==> src/rtl/lc3b_types.sv <==
// Shared cache-geometry types: way index, tag width and way count.
package lc3b_types;

    typedef logic [2:0]  lc3b_c_index;
    typedef logic [11:0] lc3b_c_tag;

    localparam int C_WAYS = 8;

endpackage

==> src/rtl/fa_tag_lookup_plru_tree8.sv <==
// Combinational tree pseudo-LRU helpers for an 8-way set.
// plru[0] is the root, [1]/[2] choose within ways 0-3 / 4-7,
// [3]..[6] choose within pairs 0-1, 2-3, 4-5, 6-7.
// A bit value of 1 steers the victim to the upper half of its subtree.
module plru_tree8
    import lc3b_types::*;
(
    input  logic [6:0]  plru_i,
    input  lc3b_c_index touch_way_i,
    output lc3b_c_index victim_o,
    output logic [6:0]  plru_o
);

    function automatic lc3b_c_index victim_of(input logic [6:0] p);
        logic r;
        logic m;
        logic l;
        r = p[0];
        m = r ? p[2] : p[1];
        case ({r, m})
            2'b00:   l = p[3];
            2'b01:   l = p[4];
            2'b10:   l = p[5];
            default: l = p[6];
        endcase
        return {r, m, l};
    endfunction

    // Every node on the path to the touched way is pointed away from it.
    function automatic logic [6:0] touch(input logic [6:0] p, input lc3b_c_index w);
        logic [6:0] n;
        n    = p;
        n[0] = ~w[2];
        if (w[2]) n[2] = ~w[1];
        else      n[1] = ~w[1];
        case (w[2:1])
            2'b00:   n[3] = ~w[0];
            2'b01:   n[4] = ~w[0];
            2'b10:   n[5] = ~w[0];
            default: n[6] = ~w[0];
        endcase
        return n;
    endfunction

    // Victim selection and touch update are pure functions of the current tree.
    always_comb begin
        victim_o = victim_of(plru_i);
        plru_o   = touch(plru_i, touch_way_i);
    end

endmodule

==> src/rtl/fa_tag_lookup.sv <==
// Tag store and lookup engine for the 8-way fully associative cache.
// Answers lookups with hit/way or a victim way one cycle after acceptance;
// fills install tags, flush invalidates everything. flush > fill > lookup.
module fa_tag_lookup
    import lc3b_types::*;
(
    input  logic        clk,
    input  logic        rst_n,
    input  logic        req_valid,
    input  lc3b_c_tag   req_tag,
    output logic        req_ready,
    output logic        resp_valid,
    input  logic        resp_ready,
    output logic        resp_hit,
    output lc3b_c_index resp_index,
    input  logic        fill_valid,
    input  lc3b_c_tag   fill_tag,
    input  lc3b_c_index fill_index,
    input  logic        flush
);

    logic [C_WAYS-1:0] valid_q, valid_d;
    lc3b_c_tag         tag_q [C_WAYS];
    logic [6:0]        plru_q, plru_d;
    logic              resp_valid_q, resp_valid_d;
    logic              resp_hit_q, resp_hit_d;
    lc3b_c_index       resp_index_q, resp_index_d;

    logic              accept;
    logic              lk_hit;
    lc3b_c_index       lk_hit_idx;
    logic              any_inv;
    lc3b_c_index       inv_idx;
    lc3b_c_index       plru_victim;
    lc3b_c_index       touch_way;
    logic [6:0]        plru_touched;

    assign req_ready  = rst_n & ~flush & ~fill_valid & (~resp_valid_q | resp_ready);
    assign accept     = req_valid & req_ready;
    assign touch_way  = fill_valid ? fill_index : lk_hit_idx;

    assign resp_valid = resp_valid_q;
    assign resp_hit   = resp_hit_q;
    assign resp_index = resp_index_q;

    plru_tree8 u_plru (
        .plru_i      (plru_q),
        .touch_way_i (touch_way),
        .victim_o    (plru_victim),
        .plru_o      (plru_touched)
    );

    // Parallel tag match and invalid-way search; lowest index wins in both.
    always_comb begin
        lk_hit     = 1'b0;
        lk_hit_idx = '0;
        any_inv    = 1'b0;
        inv_idx    = '0;
        for (int i = C_WAYS - 1; i >= 0; i--) begin
            if (valid_q[i] && (tag_q[i] == req_tag)) begin
                lk_hit     = 1'b1;
                lk_hit_idx = lc3b_c_index'(i);
            end
            if (!valid_q[i]) begin
                any_inv = 1'b1;
                inv_idx = lc3b_c_index'(i);
            end
        end
    end

    // Next-state for valid bits, PLRU tree and the response register.
    always_comb begin
        valid_d      = valid_q;
        plru_d       = plru_q;
        resp_valid_d = resp_valid_q;
        resp_hit_d   = resp_hit_q;
        resp_index_d = resp_index_q;

        if (flush) begin
            valid_d = '0;
            plru_d  = '0;
        end else if (fill_valid) begin
            valid_d[fill_index] = 1'b1;
            plru_d              = plru_touched;
        end else if (accept && lk_hit) begin
            plru_d = plru_touched;
        end

        if (accept) begin
            resp_valid_d = 1'b1;
            resp_hit_d   = lk_hit;
            if (lk_hit)       resp_index_d = lk_hit_idx;
            else if (any_inv) resp_index_d = inv_idx;
            else              resp_index_d = plru_victim;
        end else if (resp_ready) begin
            resp_valid_d = 1'b0;
        end
    end

    // Control and response state, cleared immediately by reset.
    always_ff @(posedge clk or negedge rst_n) begin
        if (!rst_n) begin
            valid_q      <= '0;
            plru_q       <= '0;
            resp_valid_q <= 1'b0;
            resp_hit_q   <= 1'b0;
            resp_index_q <= '0;
        end else begin
            valid_q      <= valid_d;
            plru_q       <= plru_d;
            resp_valid_q <= resp_valid_d;
            resp_hit_q   <= resp_hit_d;
            resp_index_q <= resp_index_d;
        end
    end

    // Tag storage is not reset; a fill dropped by flush leaves it untouched.
    always_ff @(posedge clk) begin
        if (fill_valid && !flush) begin
            tag_q[fill_index] <= fill_tag;
        end
    end

endmodule

==> config.mk <==
export PLATFORM = sky130hd
export DESIGN_NAME = fa_tag_lookup
export DESIGN_NICKNAME = d
export VERILOG_FILES = /design/src/rtl/lc3b_types.sv /design/src/rtl/fa_tag_lookup_plru_tree8.sv /design/src/rtl/fa_tag_lookup.sv
export SDC_FILE = /design/constraint.sdc
export NUM_CORES = 1
export LEC_CHECK = 0
export ABC_AREA = 1
export BUFFER_PORTS_ARGS = -buffer_cell sky130_fd_sc_hd__buf_2
export CELL_PAD_IN_SITES_DETAIL_PLACEMENT = 1
export CELL_PAD_IN_SITES_GLOBAL_PLACEMENT = 2
export CORE_UTILIZATION = 36
export DETAILED_ROUTE_END_ITERATION = 12
export GPL_ROUTABILITY_DRIVEN = 0
export HOLD_SLACK_MARGIN = 0.08
export PLACE_DENSITY_LB_ADDON = 0.1
export SETUP_SLACK_MARGIN = 0.05
export SYNTH_ARGS = -nofsm -noshare
export SYNTH_HDL_FRONTEND = slang
export SYNTH_SLANG_ARGS = --single-unit
==> constraint.sdc <==
create_clock -name clk -period 2.6 [get_ports clk]
set_clock_uncertainty 0.15 [all_clocks]
set_input_delay 0.52 -clock clk [delete_from_list [all_inputs] [get_ports clk]]
set_output_delay 0.52 -clock clk [all_outputs]
set_load 0.01 [all_outputs]
==> metrics.csv <==
metric,value,unit
synth_ff_type,edfxtp_1,
htreeDepth,4,
power,4971,µW
fin_nets,963,
postCtsSetupRepairBufs,0,
power_leakage,0.003777,µW
initial_core_util,0.3724,
min_period,2.404,ns
crit_type,in2reg,
whs,0.1391,ns
die_area,0.01862,mm²
placed_cells,1135,
fin_cells,1167,
syn_avg_cell_area,7.747,µm²
cts_root_buf,clkbuf_16,
clk_path_buf_depth,2,
yosys.area.top_type_share,0.4430,
yosysWarnings,0,
startpoint_type,input pin,
core-area,0.01748,mm²
routed_via_density,5.160,
status,finished clean,
yosysMostFrequentCell,nand2_1,
cts.reportedPaths.clkPinSlew,0.06,ns
post_cts_resize_count,0,
grt.overflow.total,0,
place_area,0.007283,mm²
routed-via-count,6022,
maxCapViolations,0,
first_iter_violations,358,
grt_pass1_vias,6399,
syn_nets,873,
rsz0062_at_grt,false,
hold_buffers,1,
netlist_area,0.006507,mm²
crit_required,2.77,ns
ios,39,
gr-usage-all-layers,0.2897,
crit_fanout,8,
wirelength,25080,µm
endpoint_kind,register,
cts_buffers,17,
ys_types,34,
rows,48,
tightestPinTransition,0.5679,ns
post-route-util,0.4500,
io_buffers,38,
grt_max_degree,21,
min_path_type,in2reg,
power.density,632.0,mW/mm²
irDropWorstVdd,0.0004595,V
avgRoutedWirePerCell,21.49,µm
critical_path_arrival,2.57,ns
drc,0,
final_area,0.007865,mm²
synth_top_cell_by_area,edfxtp_1,
worstSkewPairLatency,0.42,ns
drive_above_1_share,0.1518,
die_h,136.5,µm
ys_ff_latch,116,
fin_crit_sh,0.9247,
slew_viol_final,0,
cts_sinks,116,
synth_area_leaders,"edfxtp_1 44%, nand2_1 20%, dfrtp_1 7.7%",
ys_seq_area_frac,0.5199,
ant_nets,0,
grt_pass1_wl,37680,µm
synth_common_cells,"343 x nand2_1, 109 x inv_1, 96 x edfxtp_1",
cts_tree,built,
antenna_found_initial,0,
hpwl,19010,µm
die_w,136.5,µm
antenna-diode-count,0,
synth_edf_count,96,
finalHoldViolations,0,
setup_violations,0,
synthArstFlopShare,0.1724,
area_growth,20.86,%
fmax,415.9,MHz
netlist_instances,840,
drt-pass1-iter-count,5,
slew_headroom,0.6210,
==> sequential cells by signal (all words and copies together), names as in the netlist <==
signal      flops
plru_q          7
tag_q          96
resp_hit        1
resp_index      3
valid_q         8
resp_valid      1
==> report_power, final <==
group          switching (µW)  internal, µW  total (µW)
Combinational             367           169         536
Sequential               38.6          2070        2110
Clock                     839          1480        2320
Total                    1240          3730        4970
==> worst max-delay path, stage by stage <==
cell and delay [ns]:
buf_2 0.11, inv_1 0.42, nand2_1 0.27, nand2_1 0.13, nor2_1 0.04, nand2_1 0.06, nor2_1 0.05, nand2_1 0.12
nand2_2 0.09, nor2_1 0.19, nand2_2 0.11, nand2_4 0.09, nand2_4 0.06, nand2_2 0.12, inv_2 0.05, nor2_1 0.08
nor2_1 0.05
==> through the flow <==
stage | worst slack [ns] | TNS [ns]
finish | 0.1958 | 0
global route | 0.09559 | 0
CTS | 0.2575 | 0
detailed placement | -0.1650 | -1.072
global placement | -0.1185 | -0.6940
floorplan | 0.4787 | 0
==> cell usage in the layout (no fill, tap or decap), types with 11 or more instances in the layout <==
master,instances
dfrtp_1,20
nor2_1,93
clkbuf_16,17
nor3_1,11
a21oi_1,12
inv_1,109
edfxtp_1,96
nand2_2,11
buf_4,42
o21ai_0,23
nand2_1,343
buf_2,38
nand3_1,33
nand4_1,17
==> metal layers <==
metal	share of wire	track usage	vias up	wire length, µm
met5	0	0	-	0
met4	0.037	0.1352	0	926
met3	0.042	0.04064	51	1051
met2	0.49	0.4935	173	12320
met1	0.43	0.3609	2949	10790
li1	-	-	2849	-
==> worst paths after layout <==
kind	start	endpoint	slack (ns)	depth (start not counted)
worst max-delay path	req_tag[5]	plru_q[1]$_DFFE_PN0P_	0.20	17
worst min-delay path	resp_ready	resp_valid$_DFFE_PN0P_	0.14	2
worst max register to register	tag_q[6][5]$_DFFE_PP_	plru_q[5]$_DFFE_PN0P_	0.41	16
worst min register to register	resp_hit$_DFFE_PN0P_	resp_hit$_DFFE_PN0P_	0.33	2
max in group asynchronous	rst_n	valid_q[7]$_DFFE_PN0P_	1.59	3
min in group asynchronous	rst_n	resp_index[2]$_DFFE_PN0P_	0.47	3
==> kinds of logic (layout without fill, tap and decap cells) <==
family / after synthesis / in the layout / synth area share
xor+xnor: 11 / 11 / 0.01480
flops: 116 / 116 / 0.5199
compound gates: 52 / 52 / 0.04461
buf+inv: 133 / 235 / 0.08517
simple gates: 528 / 528 / 0.3355
==> area by class of cell <==
type                    count  area, µm²
clock buffers              19      432.9
clock inverters            12      138.9
fillers                  2127       9612
inverters                 118      442.9
multi-input cells         591       2570
flip-flops and latches    116       3383
well taps                 225      281.5
repair buffers             86      615.6
(Power assumes the default switching activity.)
